**config.mk**
```make
export PLATFORM = sky130hd
export DESIGN_NAME = min_max_capture_ctrl
export DESIGN_NICKNAME = d
export VERILOG_FILES = /design/src/rtl/min_max_capture_ctrl.sv
export SDC_FILE = /design/constraint.sdc
export NUM_CORES = 1
export LEC_CHECK = 0
export CAP_MARGIN = 20
export CORE_UTILIZATION = 59
export CTS_CLUSTER_SIZE = 25
export DETAILED_ROUTE_END_ITERATION = 10
export PLACE_DENSITY = 0.86
export SYNTH_ARGS = -nofsm -noshare
export SYNTH_HDL_FRONTEND = slang
export SYNTH_SLANG_ARGS = --single-unit
```
**constraint.sdc**
```tcl
create_clock -name i_clk -period 4.9 [get_ports i_clk]
set_input_delay 0.98 -clock i_clk [delete_from_list [all_inputs] [get_ports i_clk]]
set_output_delay 0.98 -clock i_clk [all_outputs]
set_load 0.02 [all_outputs]
```
**src/rtl/min_max_capture_ctrl.sv**
```systemverilog
// ---------------------------------------------------------------------------
// min_max_capture_ctrl
// Sequencer for a min/max peak-detect datapath and the sample SRAM behind it.
// One SRAM word is written per decimation window (even windows = max,
// odd windows = min). Capture runs into a circular buffer until a trigger,
// then continues for a programmed number of windows before stopping.
//
// Ports
//   i_clk        system clock, rising edge
//   i_clr_n      asynchronous reset, active low
//   i_start      pulse: begin a capture (accepted in IDLE/DONE only)
//   i_abort      pulse: stop at once and return to IDLE (wins over start)
//   i_trig       trigger; only the first one seen in RUN is used
//   i_decim      samples per window (0 behaves as 1), sampled on start
//   i_depth      ring size in words (0 = 2^ADDR_W), sampled on start
//   i_post_cnt   windows closed after the trigger before stopping
//   o_en         datapath window reload (window start)
//   o_max_min    datapath select: 0 = max, 1 = min
//   o_dp_clr_n   datapath synchronous clear, active low
//   o_sram_we    SRAM write strobe, one cycle per word
//   o_sram_addr  SRAM write address
//   o_trig_addr  address of the first write after the trigger was latched
//   o_busy       capture in progress (PRIME/RUN/POST/DRAIN)
//   o_done       capture finished, held until start/abort/reset
// ---------------------------------------------------------------------------
module min_max_capture_ctrl #(
  parameter int ADDR_W = 18,
  parameter int DIV_W  = 16
) (
  input  logic              i_clk,
  input  logic              i_clr_n,
  input  logic              i_start,
  input  logic              i_abort,
  input  logic              i_trig,
  input  logic [DIV_W-1:0]  i_decim,
  input  logic [ADDR_W-1:0] i_depth,
  input  logic [ADDR_W-1:0] i_post_cnt,
  output logic              o_en,
  output logic              o_max_min,
  output logic              o_dp_clr_n,
  output logic              o_sram_we,
  output logic [ADDR_W-1:0] o_sram_addr,
  output logic [ADDR_W-1:0] o_trig_addr,
  output logic              o_busy,
  output logic              o_done
);

  typedef enum logic [2:0] {
    S_IDLE, S_PRIME, S_RUN, S_POST, S_DRAIN, S_DONE
  } state_t;

  localparam logic [DIV_W-1:0]  DIV_ONE  = 1;
  localparam logic [ADDR_W-1:0] ADDR_ONE = 1;

  state_t            r_state;
  state_t            w_state_next;

  logic [DIV_W-1:0]  r_decim;
  logic [DIV_W-1:0]  r_wcnt;
  logic [ADDR_W-1:0] r_depth;
  logic [ADDR_W-1:0] r_post_rem;
  logic [ADDR_W-1:0] r_addr;
  logic [ADDR_W-1:0] r_trig_addr;
  logic              r_max_min;
  logic              r_first;     // next EN only opens window 0, no write
  logic              r_pipe0;     // close seen one cycle ago
  logic              r_we;        // close seen two cycles ago -> write now
  logic              r_trig_arm;  // trigger latched, waiting for next write
  logic              r_drain;     // second DRAIN cycle

  logic              w_en;
  logic              w_close;
  logic              w_we;
  logic              w_dp_clr_n;
  logic              w_busy;
  logic              w_done;

  // State register
  always_ff @(posedge i_clk or negedge i_clr_n) begin
    if (!i_clr_n) begin
      r_state <= S_IDLE;
    end else begin
      r_state <= w_state_next;
    end
  end

  // Next state and state-decoded outputs
  always_comb begin
    w_state_next = r_state;
    w_en         = 1'b0;
    w_dp_clr_n   = 1'b1;
    w_busy       = 1'b0;
    w_done       = 1'b0;
    case (r_state)
      S_IDLE: begin
        if (i_start) w_state_next = S_PRIME;
      end
      S_PRIME: begin
        w_busy       = 1'b1;
        w_dp_clr_n   = 1'b0;
        w_state_next = S_RUN;
      end
      S_RUN: begin
        w_busy = 1'b1;
        w_en   = (r_wcnt == '0);
        if (i_trig) begin
          w_state_next = (r_post_rem == '0) ? S_DRAIN : S_POST;
        end
      end
      S_POST: begin
        w_busy = 1'b1;
        w_en   = (r_wcnt == '0);
        // Last counted close: stop issuing EN, let the pipe land its writes
        if (w_en && !r_first && (r_post_rem == ADDR_ONE)) begin
          w_state_next = S_DRAIN;
        end
      end
      S_DRAIN: begin
        w_busy = 1'b1;
        if (r_drain) w_state_next = S_DONE;
      end
      S_DONE: begin
        w_done = 1'b1;
        if (i_start) w_state_next = S_PRIME;
      end
      default: w_state_next = S_IDLE;
    endcase
    if (i_abort) begin
      w_state_next = S_IDLE;
      w_en         = 1'b0;
    end
  end

  assign w_close = w_en && !r_first;
  // Abort suppresses a write already sitting at the end of the pipe
  assign w_we    = r_we && !i_abort;

  // Counters, address generation and the two-stage write pipe
  always_ff @(posedge i_clk or negedge i_clr_n) begin
    if (!i_clr_n) begin
      r_decim     <= DIV_ONE;
      r_wcnt      <= '0;
      r_depth     <= '0;
      r_post_rem  <= '0;
      r_addr      <= '0;
      r_trig_addr <= '0;
      r_max_min   <= 1'b0;
      r_first     <= 1'b0;
      r_pipe0     <= 1'b0;
      r_we        <= 1'b0;
      r_trig_arm  <= 1'b0;
      r_drain     <= 1'b0;
    end else if (i_abort) begin
      r_pipe0    <= 1'b0;
      r_we       <= 1'b0;
      r_trig_arm <= 1'b0;
      r_drain    <= 1'b0;
    end else if (w_state_next == S_PRIME) begin
      r_decim     <= (i_decim == '0) ? DIV_ONE : i_decim;
      r_depth     <= i_depth;
      r_post_rem  <= i_post_cnt;
      r_wcnt      <= '0;
      r_addr      <= '0;
      r_trig_addr <= '0;
      r_max_min   <= 1'b0;
      r_first     <= 1'b1;
      r_pipe0     <= 1'b0;
      r_we        <= 1'b0;
      r_trig_arm  <= 1'b0;
      r_drain     <= 1'b0;
    end else begin
      r_pipe0 <= w_close;
      r_we    <= r_pipe0;
      r_drain <= (r_state == S_DRAIN) && !r_drain;

      if (w_en) begin
        r_first   <= 1'b0;
        r_max_min <= !r_max_min;
      end

      if ((r_state == S_RUN) || (r_state == S_POST)) begin
        r_wcnt <= (r_wcnt == r_decim - DIV_ONE) ? '0 : r_wcnt + DIV_ONE;
      end

      if ((r_state == S_POST) && w_close) begin
        r_post_rem <= r_post_rem - ADDR_ONE;
      end

      // A depth of 0 makes depth-1 all ones, so the natural wrap applies
      if (w_we) begin
        r_addr <= (r_addr == r_depth - ADDR_ONE) ? '0 : r_addr + ADDR_ONE;
        if (r_trig_arm) begin
          r_trig_addr <= r_addr;
          r_trig_arm  <= 1'b0;
        end
      end

      // Arm after the write check so a write in the latch cycle is not taken
      if ((r_state == S_RUN) && i_trig) begin
        r_trig_arm <= 1'b1;
      end
    end
  end

  assign o_en        = w_en;
  assign o_max_min   = r_max_min;
  assign o_dp_clr_n  = w_dp_clr_n;
  assign o_sram_we   = w_we;
  assign o_sram_addr = r_addr;
  assign o_trig_addr = r_trig_addr;
  assign o_busy      = w_busy;
  assign o_done      = w_done;

endmodule
```
==> reports/results.tsv, run 1 <==
stage	metric	value	unit
timing	Setup TNS Final	0	ps
setup_path	sequence of cells on the critical path	clkdlybuf4s50_1, buf_4, nand2b_1, or3_1, inv_1, clkdlybuf4s50_1	
yosys	fraction of synthesized cell area taken by the top area cell type	42.00	%
timing	worst clock skew	10.91	ps
route	Residual DRC	0	
global_routing	initial antenna violation count	0	
yosys	share of flip-flops with an asynchronous set or reset after synthesis	100.0	%
die	horizontal extent of the die	108.3	µm
yosys	Synth Flop Type	dfrtp_1	
placed_design	placed wire-length estimate after detailed placement	11580	µm
yosys	number of flops mapped to enable cells by yosys	0	
yosys	Syn Std Cell Area	0.006673	mm²
clock_tree	CTS buffer count	17	
route	average via count per standard cell	5.989	
layout	filler-free cell count of the finished design	1026	
placed_design	placed instance count	993	
timing	Hold Vio Cnt, Final	0	
power_and_ir_drop	Pwr Density	386.5	mW/mm²
setup_path	Critical Path RT	3920	ps
global_routing	GR Util All Layers	31.89	%
yosys	gate count of the mapped netlist	800	
power_and_ir_drop	maximum VDD drop	0.3289	mV
clock_tree	TritonCTS clock tree	done	
worst_hold_path	worst hold path class	in -> async	
layout	# diodes	0	
setup_path	kind of end point of the critical path	primary output	
global_routing	sum of overflow across all layers after global routing	0	
global_routing	vias in the first global route	5944	
timing	worst setup slack after layout	925.9	ps
flow_run	# Max-Cap Violations	0	
clock_tree	maximum buffer depth of the clock tree	2	
layout	final cell area excluding filler cells	0.008310	mm²
power_and_ir_drop	share of total power in sequential cells	39.5	%
clock_tree	number of H-tree levels	4	
route	number of optimization iterations in the first detailed-route pass	7	
power_and_ir_drop	cell-internal power	2.178	mW
clock_tree	clock sink count	113	
yosys	number of distinct library cells after synthesis	64	
clock_tree	Setup Fix Bufs, Post-CTS	0	
timing	min Tclk post-route	3974	ps
setup_path	largest driver fanout on the critical path	11	
yosys	number of register bits inferred by synthesis	113	
setup_path	Crit path largest cell delay	600	ps
yosys	average cell area after synthesis	8.341	µm²
power_and_ir_drop	switching part of the total power	32.20	%
placed_design	final estimated routing congestion in global placement	0.9669	
setup_path	Arr. time, crit path	2990	ps
timing	Final Slew Violations	0	
route	sum of routed wire length over all layers	17420	µm
setup_path	master of the slowest instance on the critical path	clkdlybuf4s50_1	
yosys	sequential-to-total area share from yosys stat	42.40	%
die	Die Footprint	0.01174	mm²
yosys	leading area contributor after synthesis	dfrtp_1	
clock_tree	post-cts hold buffer count	0	
layout	fraction of final layout cells with drive strength greater than 1	6.659	%
setup_path	most frequent cell on the critical path	clkdlybuf4s50_1	
timing	unrepaired setup endpoints after global routing	false	
yosys	cell types with the largest area share after synthesis	dfrtp_1 (42%), nand2_1 (11%), xor2_1 (5.3%)	
route	number of violations reported at the end of detailed-routing iteration 0	472	
route	remaining antenna violation count after routing	0	
timing	Peak Freq	251.6	MHz
setup_path	critical path type	in -> out	
timing	final setup violation count	0	
global_routing	largest net degree at the start of global routing	84	
route	via count of the routed design	6145	
placed_design	Cell Area, Placed	0.007674	mm²
power_and_ir_drop	proportion of power drawn by the clock network	39.6	%
clock_tree	clock-pin slew on the worst setup and hold paths	50	ps
power_and_ir_drop	LEAKAGE	3.503	nW
die	Rows	38	
die	I/O Pins	99	
layout	NumNets Final	938	
clock_tree	number of gates given a new drive strength after cts	0	
timing	Worst Tran Pin Value	1057	ps
power_and_ir_drop	Switching Power	1.035	mW
die	height of the die	108.3	µm
timing	final worst path period share	81.10	%
global_routing	global-route wire length before repair	28590	µm
clock_tree	worst-skew pair later-pin latency	430	ps
placed_design	Placement Setup Slack	919.3	ps
yosys	number of warning messages in the yosys log	0	
yosys	post-synthesis net count	865	
route	routed length per placed instance	16.98	µm
setup_path	Worst setup SP type	primary input	
timing	normalized max-slew margin	29.29	%
layout	Area Overhead vs Synth	24.55	%
die	initial standard-cell utilization of the core	61.02	%
power_and_ir_drop	combinational cell fraction of total power	20.9	%
clock_tree	clk root buf	clkbuf_16	
die	placeable core area	0.01094	mm²
placed_design	IO Port Bufs	98	
run_status	outcome	finished, final reports clean	
stage by stage:
step | utilization [%] | power (mW) | hold slack [ps]
finish | 76.00 | 3.212 | 396.8
global route | 76.00 | 3.363 | 400.3
CTS | 75.74 | 3.204 | 457.3
detailed placement | 70.17 | 1.923 | 449.6
global placement | 70.17 | 1.882 | 417.4
floorplan | - | 1.720 | 403.3
final timing paths:
| path | start | endpoint | slack, ps | cells after the start |
|---|---|---|---|---|
| max | i_abort | o_en | 930 | 6 |
| min | i_clr_n | r_decim[3] | 400 | 1 |
| max reg2reg | r_depth[4] | o_sram_addr[5] | 1390 | 7 |
| min reg2reg | r_drain | r_drain | 450 | 1 |
| max in group asynchronous | i_clr_n | r_decim[0] | 3840 | 2 |
| min in group i_clk | r_drain | r_drain | 450 | 1 |
registers in the layout, summed over array words and instances (netlist names):
signal       cells
o_sram_addr     18
o_trig_addr     18
r_depth         18
r_post_rem      18
r_decim         16
r_wcnt          16
r_state          3
o_max_min        1
r_drain          1
r_first          1
r_pipe0          1
r_trig_arm       1
r_we             1
logic make-up after synthesis:
family	Yosys count	share of synthesized area, %
simple gates	415	30.41
compound gates	110	10.24
buf+inv	69	4.125
flops	113	42.40
fa+ha+maj	8	1.500
mux	8	1.219
xor+xnor	77	10.11
area by class of cell:
cell class	instances	area (µm²)
multi-input cells	618	3578
flip-flops and latches	113	2829
fillers	773	2625
repair buffers	105	1051
clock buffers	17	425.4
clock inverters	15	183.9
well taps	140	175.2
inverters	18	67.56
power by group through the flow:
| stage | clock network [mW] | logic (mW) | registers [mW] |
|---|---|---|---|
| after global placement | 0 | 0.622 | 1.26 |
| after detailed placement | 0 | 0.653 | 1.27 |
| after global routing | 1.32 | 0.756 | 1.29 |
| final | 1.27 | 0.671 | 1.27 |
| after floorplan | 0 | 0.541 | 1.18 |
| after CTS | 1.28 | 0.664 | 1.26 |
critical path: cells and delay by family:
family        cells  cell delay [ps]
simple gates      2              750
buf+inv           4             1270
cells in the mapped netlist (3+ instances only):
cell type,n
nand3b_1,10
o2111ai_1,3
clkbuf_1,47
a2111oi_0,3
or3_1,8
ha_1,8
or4_1,8
nor3b_1,3
or3b_2,4
nor3_1,33
nand4_1,11
a31oi_1,7
nand2_1,199
or2_2,3
nand2b_1,6
nor4_2,3
nor2_1,46
nand3_1,24
xor2_1,40
and4_1,4
and3_1,13
o21ai_0,43
a211oi_1,3
nor4b_1,5
nand4b_1,5
xnor2_1,37
mux2i_1,7
dfrtp_1,112
nor2b_1,10
a21oi_1,26
inv_1,18
nor4_1,14
metal layers:
| metal | up-vias | global-route usage [%] | share of wire, % |
|---|---|---|---|
| li1 | 2908 | - | - |
| met1 | 2879 | 41.90 | 43 |
| met2 | 302 | 49.73 | 47 |
| met3 | 56 | 8.559 | 7.2 |
| met4 | 0 | 13.90 | 2.7 |
| met5 | - | 0 | 0 |
cell usage in the layout, fill, tap and decap left out, types with 4 or more instances in the layout:
cell type        count
clkdlybuf4s50_1     97
nand4_1             11
xor2_1              40
or3b_2               4
nand2_1            199
nor4b_1              5
o21ai_0             43
a31oi_1              7
and3_1              12
nand3_1             23
nor4_1              14
clkinv_4             4
mux2i_1              7
nand4b_1             5
or4_1                8
ha_1                 8
and4_1               4
clkbuf_16           17
buf_4                7
nand3b_1            10
inv_1               18
dfrtp_1            112
nor2_1              46
a21oi_1             26
xnor2_1             37
nor3_1              33
or3_1                8
nor2b_1             10
nand2b_1             6
(Power assumes the default switching activity.)
==> run 2: changes to the inputs <==
Settings changed: CORE_UTILIZATION 59 to 50, PLACE_DENSITY 0.86 to 0.77.
Clock period 4.9 ns to 3.25 ns, I/O delays scaled along.
==> run 2 against run 1 <==
  * Sequential share of layout area shrank 0.67 points
  * Via count grew 1.0%
  * Clock power grew 50%
  * Setup slack lost 740 ps
  * Non-clock buffer count grew 14
  * Critical path depth grew 2
  * Global-route usage shrank 5.4 points
  * Sequential cell count is the same
  * Utilization shrank 9.9 points
  * Design area grew 2.0%
==> reports/results.tsv, run 2 (same netlist as run 1, synthesis figures left out) <==
stage	metric	value	unit
run_status	outcome	finished, final reports clean	
placed_design	final estimated routing congestion in global placement	0.9000	
route	number of optimization iterations in the first detailed-route pass	6	
timing	final worst path period share	94.26	%
flow_run	# Max-Cap Violations	0	
layout	filler-free cell count of the finished design	1072	
setup_path	kind of end point of the critical path	flop	
power_and_ir_drop	overall power after layout	4.850	mW
power_and_ir_drop	Pwr Density	572.2	mW/mm²
route	remaining antenna violation count after routing	0	
worst_hold_path	worst hold path class	in -> async	
die	Rows	41	
setup_path	Critical Path RT	3530	ps
placed_design	Placement Setup Slack	142.3	ps
setup_path	launch point of the worst path	r_depth[10]	
timing	final setup violation count	0	
placed_design	placed wire-length estimate after detailed placement	12290	µm
setup_path	critical register-to-register path startpoint	r_depth[10]	
power_and_ir_drop	LEAKAGE	3.582	nW
clock_tree	worst-skew pair later-pin latency	420	ps
timing	Hold Vio Cnt, Final	0	
die	I/O Pins	99	
route	via count of the routed design	6208	
layout	fraction of final layout cells with drive strength greater than 1	8.333	%
clock_tree	TritonCTS clock tree	done	
global_routing	vias in the first global route	6064	
timing	normalized max-slew margin	28.47	%
global_routing	initial antenna violation count	0	
die	Die Footprint	0.01381	mm²
global_routing	largest net degree at the start of global routing	87	
clock_tree	maximum buffer depth of the clock tree	2	
layout	Area Overhead vs Synth	27.04	%
layout	# diodes	0	
clock_tree	clock-pin slew on the worst setup and hold paths	60	ps
timing	Peak Freq	326.4	MHz
route	Residual DRC	0	
layout	leading cell type in the layout, fill and taps excluded	nand2_1	
route	routed length per placed instance	16.40	µm
layout	most frequent cells in the layout	nand2_1 (199), dfrtp_1 (112), clkdlybuf4s50_1 (96), nor2_1 (46), o21ai_0 (43)	
global_routing	global-route wire length before repair	29660	µm
route	average via count per standard cell	5.791	
layout	NumNets Final	952	
timing	Final Slew Violations	0	
timing	unrepaired setup endpoints after global routing	false	
clock_tree	CTS buffer count	17	
global_routing	sum of overflow across all layers after global routing	0	
route	sum of routed wire length over all layers	17580	µm
setup_path	Arr. time, crit path	3350	ps
setup_path	Worst Setup EP	o_sram_addr[16]	
placed_design	IO Port Bufs	98	
die	placeable core area	0.01282	mm²
clock_tree	number of H-tree levels	4	
timing	worst clock skew	7.959	ps
die	initial standard-cell utilization of the core	52.03	%
die	height of the die	117.5	µm
clock_tree	clk root buf	clkbuf_16	
timing	Setup TNS Final	0	ps
setup_path	Worst setup SP type	flop	
route	number of violations reported at the end of detailed-routing iteration 0	499	
clock_tree	post-cts hold buffer count	0	
global_routing	GR Util All Layers	26.53	%
power_and_ir_drop	maximum VDD drop	0.3607	mV
setup_path	Worst R2R Path Depth	8	
setup_path	largest driver fanout on the critical path	12	
setup_path	critical path type	reg -> reg	
setup_path	destination of the worst register-to-register timing path	o_sram_addr[16]	
clock_tree	clock sink count	113	
timing	min Tclk post-route	3063	ps
timing	worst setup slack after layout	186.7	ps
setup_path	setup slack of the most critical reg-to-reg path	190	ps
placed_design	placed instance count	1036	
layout	number of fillers in the final layout	1033	
timing	Worst Tran Pin Value	1069	ps
die	horizontal extent of the die	117.5	µm
-- run 2: layer usage --
metal	wire, µm	vias up	GRT usage [%]
met5	0	-	0
met4	291	0	8.253
met3	1290	29	6.492
met2	8150	240	41.75
met1	7844	3009	36.09
li1	-	2930	-
-- run 2: power breakdown --
group | internal, mW | leakage (nW) | switching, mW
sequential | 1.60 | 1.46 | 0.295
clock | 1.21 | 0.280 | 0.689
combinational | 0.504 | 1.84 | 0.554
-- run 2: layout make-up --
cell class | count | area [µm²] | area share (%)
clock inverters | 11 | 127.6 | 1.506
clock buffers | 21 | 480.5 | 5.668
inverters | 18 | 67.56 | 0.7970
multi-input cells | 618 | 3590 | 42.35
well taps | 172 | 215.2 | 2.539
flip-flops and latches | 113 | 2829 | 33.37
repair buffers | 119 | 1167 | 13.77
-- run 2: worst max-delay path: stages, from the launching register on --
cell	delay (ps)
dfrtp_1	430
or4_1	560
or2_4	270
or4b_1	500
a222oi_1	390
o2111ai_2	210
nor4_4	290
buf_6	210
nor3_1	70
-- run 2: repair_timing --
action                     4_1_cts  5_1_grt
resized for setup                0        4
setup endpoints to repair        0       13
setup buffers                    0        4
-- run 2: worst min path at each step --
stage	startpoint	end	slack [ps]	cells past startpoint
final	i_clr_n	r_post_rem[2]	130	1
after global routing	i_clr_n	o_max_min	150	1
after CTS	i_clr_n	r_post_rem[2]	130	1
after detailed placement	r_drain	r_drain	420	1
after global placement	r_drain	r_drain	410	1
after floorplan	i_clr_n	o_max_min	350	0
-- run 2: per-stage QoR --
| step | area [µm²] | utilization [%] | hold WS (ps) |
|---|---|---|---|
| after global placement | 7821 | 60.99 | 412.8 |
| after floorplan | 6673 | - | 354.4 |
| after CTS | 8429 | 65.73 | 134.6 |
| after detailed placement | 7821 | 60.99 | 424.6 |
| after global routing | 8477 | 66.10 | 145.7 |
| final | 8477 | 66.10 | 132.2 |
==> run 3: changes to the inputs <==
Settings changed: TNS_END_PERCENT set to 30.
==> results of run 3 <==
No change in the layout: final DEF, timing and power equal those of run 2.
==> edit 1 (config.mk and constraints of run 3) <==
The parameter `ADDR_W` goes from 18 to 22.
--- a/src/rtl/min_max_capture_ctrl.sv
+++ b/src/rtl/min_max_capture_ctrl.sv
@@ -24,7 +24,7 @@
 //   o_done       capture finished, held until start/abort/reset
 // ---------------------------------------------------------------------------
 module min_max_capture_ctrl #(
-  parameter int ADDR_W = 18,
+  parameter int ADDR_W = 22,
   parameter int DIV_W  = 16
 ) (
   input  logic              i_clk,
Interface: changed (resized i_depth, i_post_cnt, o_sram_addr and o_trig_addr); port bits go from 99 to 115. No check against the original RTL was run, so the function may have changed too.
==> edit 1 against run 3 <==
Area after synthesis grew 15%; final cell count grew 14%; total power grew 8.8%; utilization shrank 1.9 points; count of clock-buffer cells in the layout shrank 3; final area grew 15%; routed wire length grew 10%; non-clock buffer count grew 24; sequential cell count grew 16; clock power grew 5%; setup slack lost 39 ps.
==> edit 1: results (changes against run 3) <==
[metrics] worst vdd ir: 0.4088 mV (+13%)
[metrics] total leakage power: 0.004140 uW (+16%)
[metrics] Synth Area in Compound Gates: 12.89% (+2.7 points)
[metrics] number of buffers added by the clock tree synthesis step: 17 (unchanged)
[metrics] class of the tightest hold or removal check: input pin to async pin
[metrics] number of iterations in the first detailed-routing pass: 5 (-1)
[metrics] vias post-DR: 7036 (+13%)
[metrics] overall global routing resource usage: 25.51% (-1.0 points)
[metrics] half-perimeter wire length of the detailed placement result: 13.83 mm (+13%)
[metrics] vias in the first global route: 6575 (+8.4%)
[metrics] adder-cell share of the synthesized area: 1.299% (-0.20 points)
[metrics] Area after DPL: 0.009095 mm2 (+16%)
[metrics] leading post-synthesis cells by cell area: sky130_fd_sc_hd__dfrtp_1 42%, sky130_fd_sc_hd__nand2_1 10%, sky130_fd_sc_hd__xor2_1 4.9%
[metrics] slew margin rel.: 40.47% (+12 points)
[metrics] r2r startpoint: r_post_rem[2]
[metrics] Logic power comb: 1170 uW (+10%)
[metrics] signal arrival time at the worst endpoint: 2450 ps (-900 ps)
[metrics] post-route clock skew: 7.921 ps (-0.03819 ps)
[metrics] Register-to-Register Setup Slack: 260 ps (+70 ps)
[metrics] count of cells along the worst register-to-register path: 7 (-1)
[metrics] final-layout worst hold slack: 233.1 ps (+100.9 ps)
[metrics] Clock Tree Root: sky130_fd_sc_hd__clkbuf_16
[metrics] Synth Area in XOR/XNOR: 9.953% (-0.15 points)
[metrics] nets in the synthesized netlist: 992 (+15%)
[metrics] detailed-route wire length: 19.34 mm (+10%)
[metrics] net count of the finished layout: 1094 (+15%)
[metrics] fraction of layout instances using a drive strength above 1: 8.317% (-0.016 points)
[metrics] Internal: 3635 uW (+9.7%)
[metrics] number of buffers added on ports: 114 (+16%)
[metrics] power density normalized to cell area: 542.4 mW/mm2 (-5.2%)
[metrics] count of inserted antenna diode cells: 0 (unchanged)
[metrics] number of cells in the finished layout apart from fillers: 1222 (+14%)
[metrics] RePlAce Congestion: 0.9066 (+0.73%)
[metrics] sequential-to-total area share from yosys stat: 41.91% (-0.49 points)
[metrics] worst-path maximum fanout: 7 (-5)
[metrics] result of the run: finished, final reports clean
[metrics] post-synthesis cell type count: 66 (+3.1%)
[metrics] capturing point of the worst reg2reg path: r_state[0]
[metrics] synthesized area per cell: 8.385 um2 (+0.53%)
[metrics] number of gates resized after cts: 1 (+1)
[metrics] wire length of the first global-routing pass: 32.38 mm (+9.2%)
[metrics] pin count of the biggest net entering global routing: 143 (+64%)
[metrics] part of the total power dissipated in the clock network: 37.9% (-1.3 points)
[metrics] most frequent cells after synthesis: 211 x sky130_fd_sc_hd__nand2_1, 128 x sky130_fd_sc_hd__dfrtp_1, 55 x sky130_fd_sc_hd__clkbuf_1
[metrics] iteration-0 DRC count of the detailed router: 588 (+18%)
[metrics] setup slack at placement: 237.3 ps (+94.97 ps)
[metrics] multiplexer area fraction after synthesis: 0.2760% (-0.94 points)
## edit 1: kinds of logic after synthesis
group / count (synthesis)
AND/OR/NAND/NOR: 460
AO/OA/AOI/OAI: 154
flip-flops: 129
XOR/XNOR: 86
buffers and inverters: 80
adder cells (fa/ha/maj): 8
multiplexers: 2
## edit 1: area by class of cell
type,count,area [um2]
Clock buffer,18,429.2
Fill cell,1253,5420
Inverter,20,75.07
Sequential cell,129,3229
Tap cell,188,235.2
Multi-Input combinational cell,710,4187
Timing Repair Buffer,143,1381
Clock inverter,14,188.9
## edit 1: worst max-delay path, stage by stage (launching register included)
cell,delay [ps]
sky130_fd_sc_hd__dfrtp_1,480
sky130_fd_sc_hd__inv_1,90
sky130_fd_sc_hd__ha_1,160
sky130_fd_sc_hd__nor4b_2,240
sky130_fd_sc_hd__nand4_1,190
sky130_fd_sc_hd__nor2_1,230
sky130_fd_sc_hd__clkdlybuf4s50_1,650
## edit 1: worst max-delay path by stage
| stage | start | endpoint | slack, ps | depth (start not counted) |
|---|---|---|---|---|
| final | r_wcnt[0] | o_en | 150 | 6 |
| after global placement | r_post_rem[2] | r_state[1] | 300 | 7 |
| after global routing | r_wcnt[0] | o_en | 5 | 6 |
| after CTS | r_wcnt[0] | o_en | 130 | 6 |
| after floorplan | r_post_rem[2] | r_state[0] | 450 | 8 |
| after detailed placement | r_post_rem[2] | r_state[0] | 240 | 7 |
## edit 1: metal layers
metal  global-route usage (%)  vias to the layer above  routed length, um  share of wire [%]
li1                         -                     3435                  -                  -
met1                    35.06                     3367               9206                 48
met2                    40.49                      205               8832                 46
met3                    4.885                       29                981                5.1
met4                    8.575                        0                322                1.7
met5                        0                        -                  0                  0
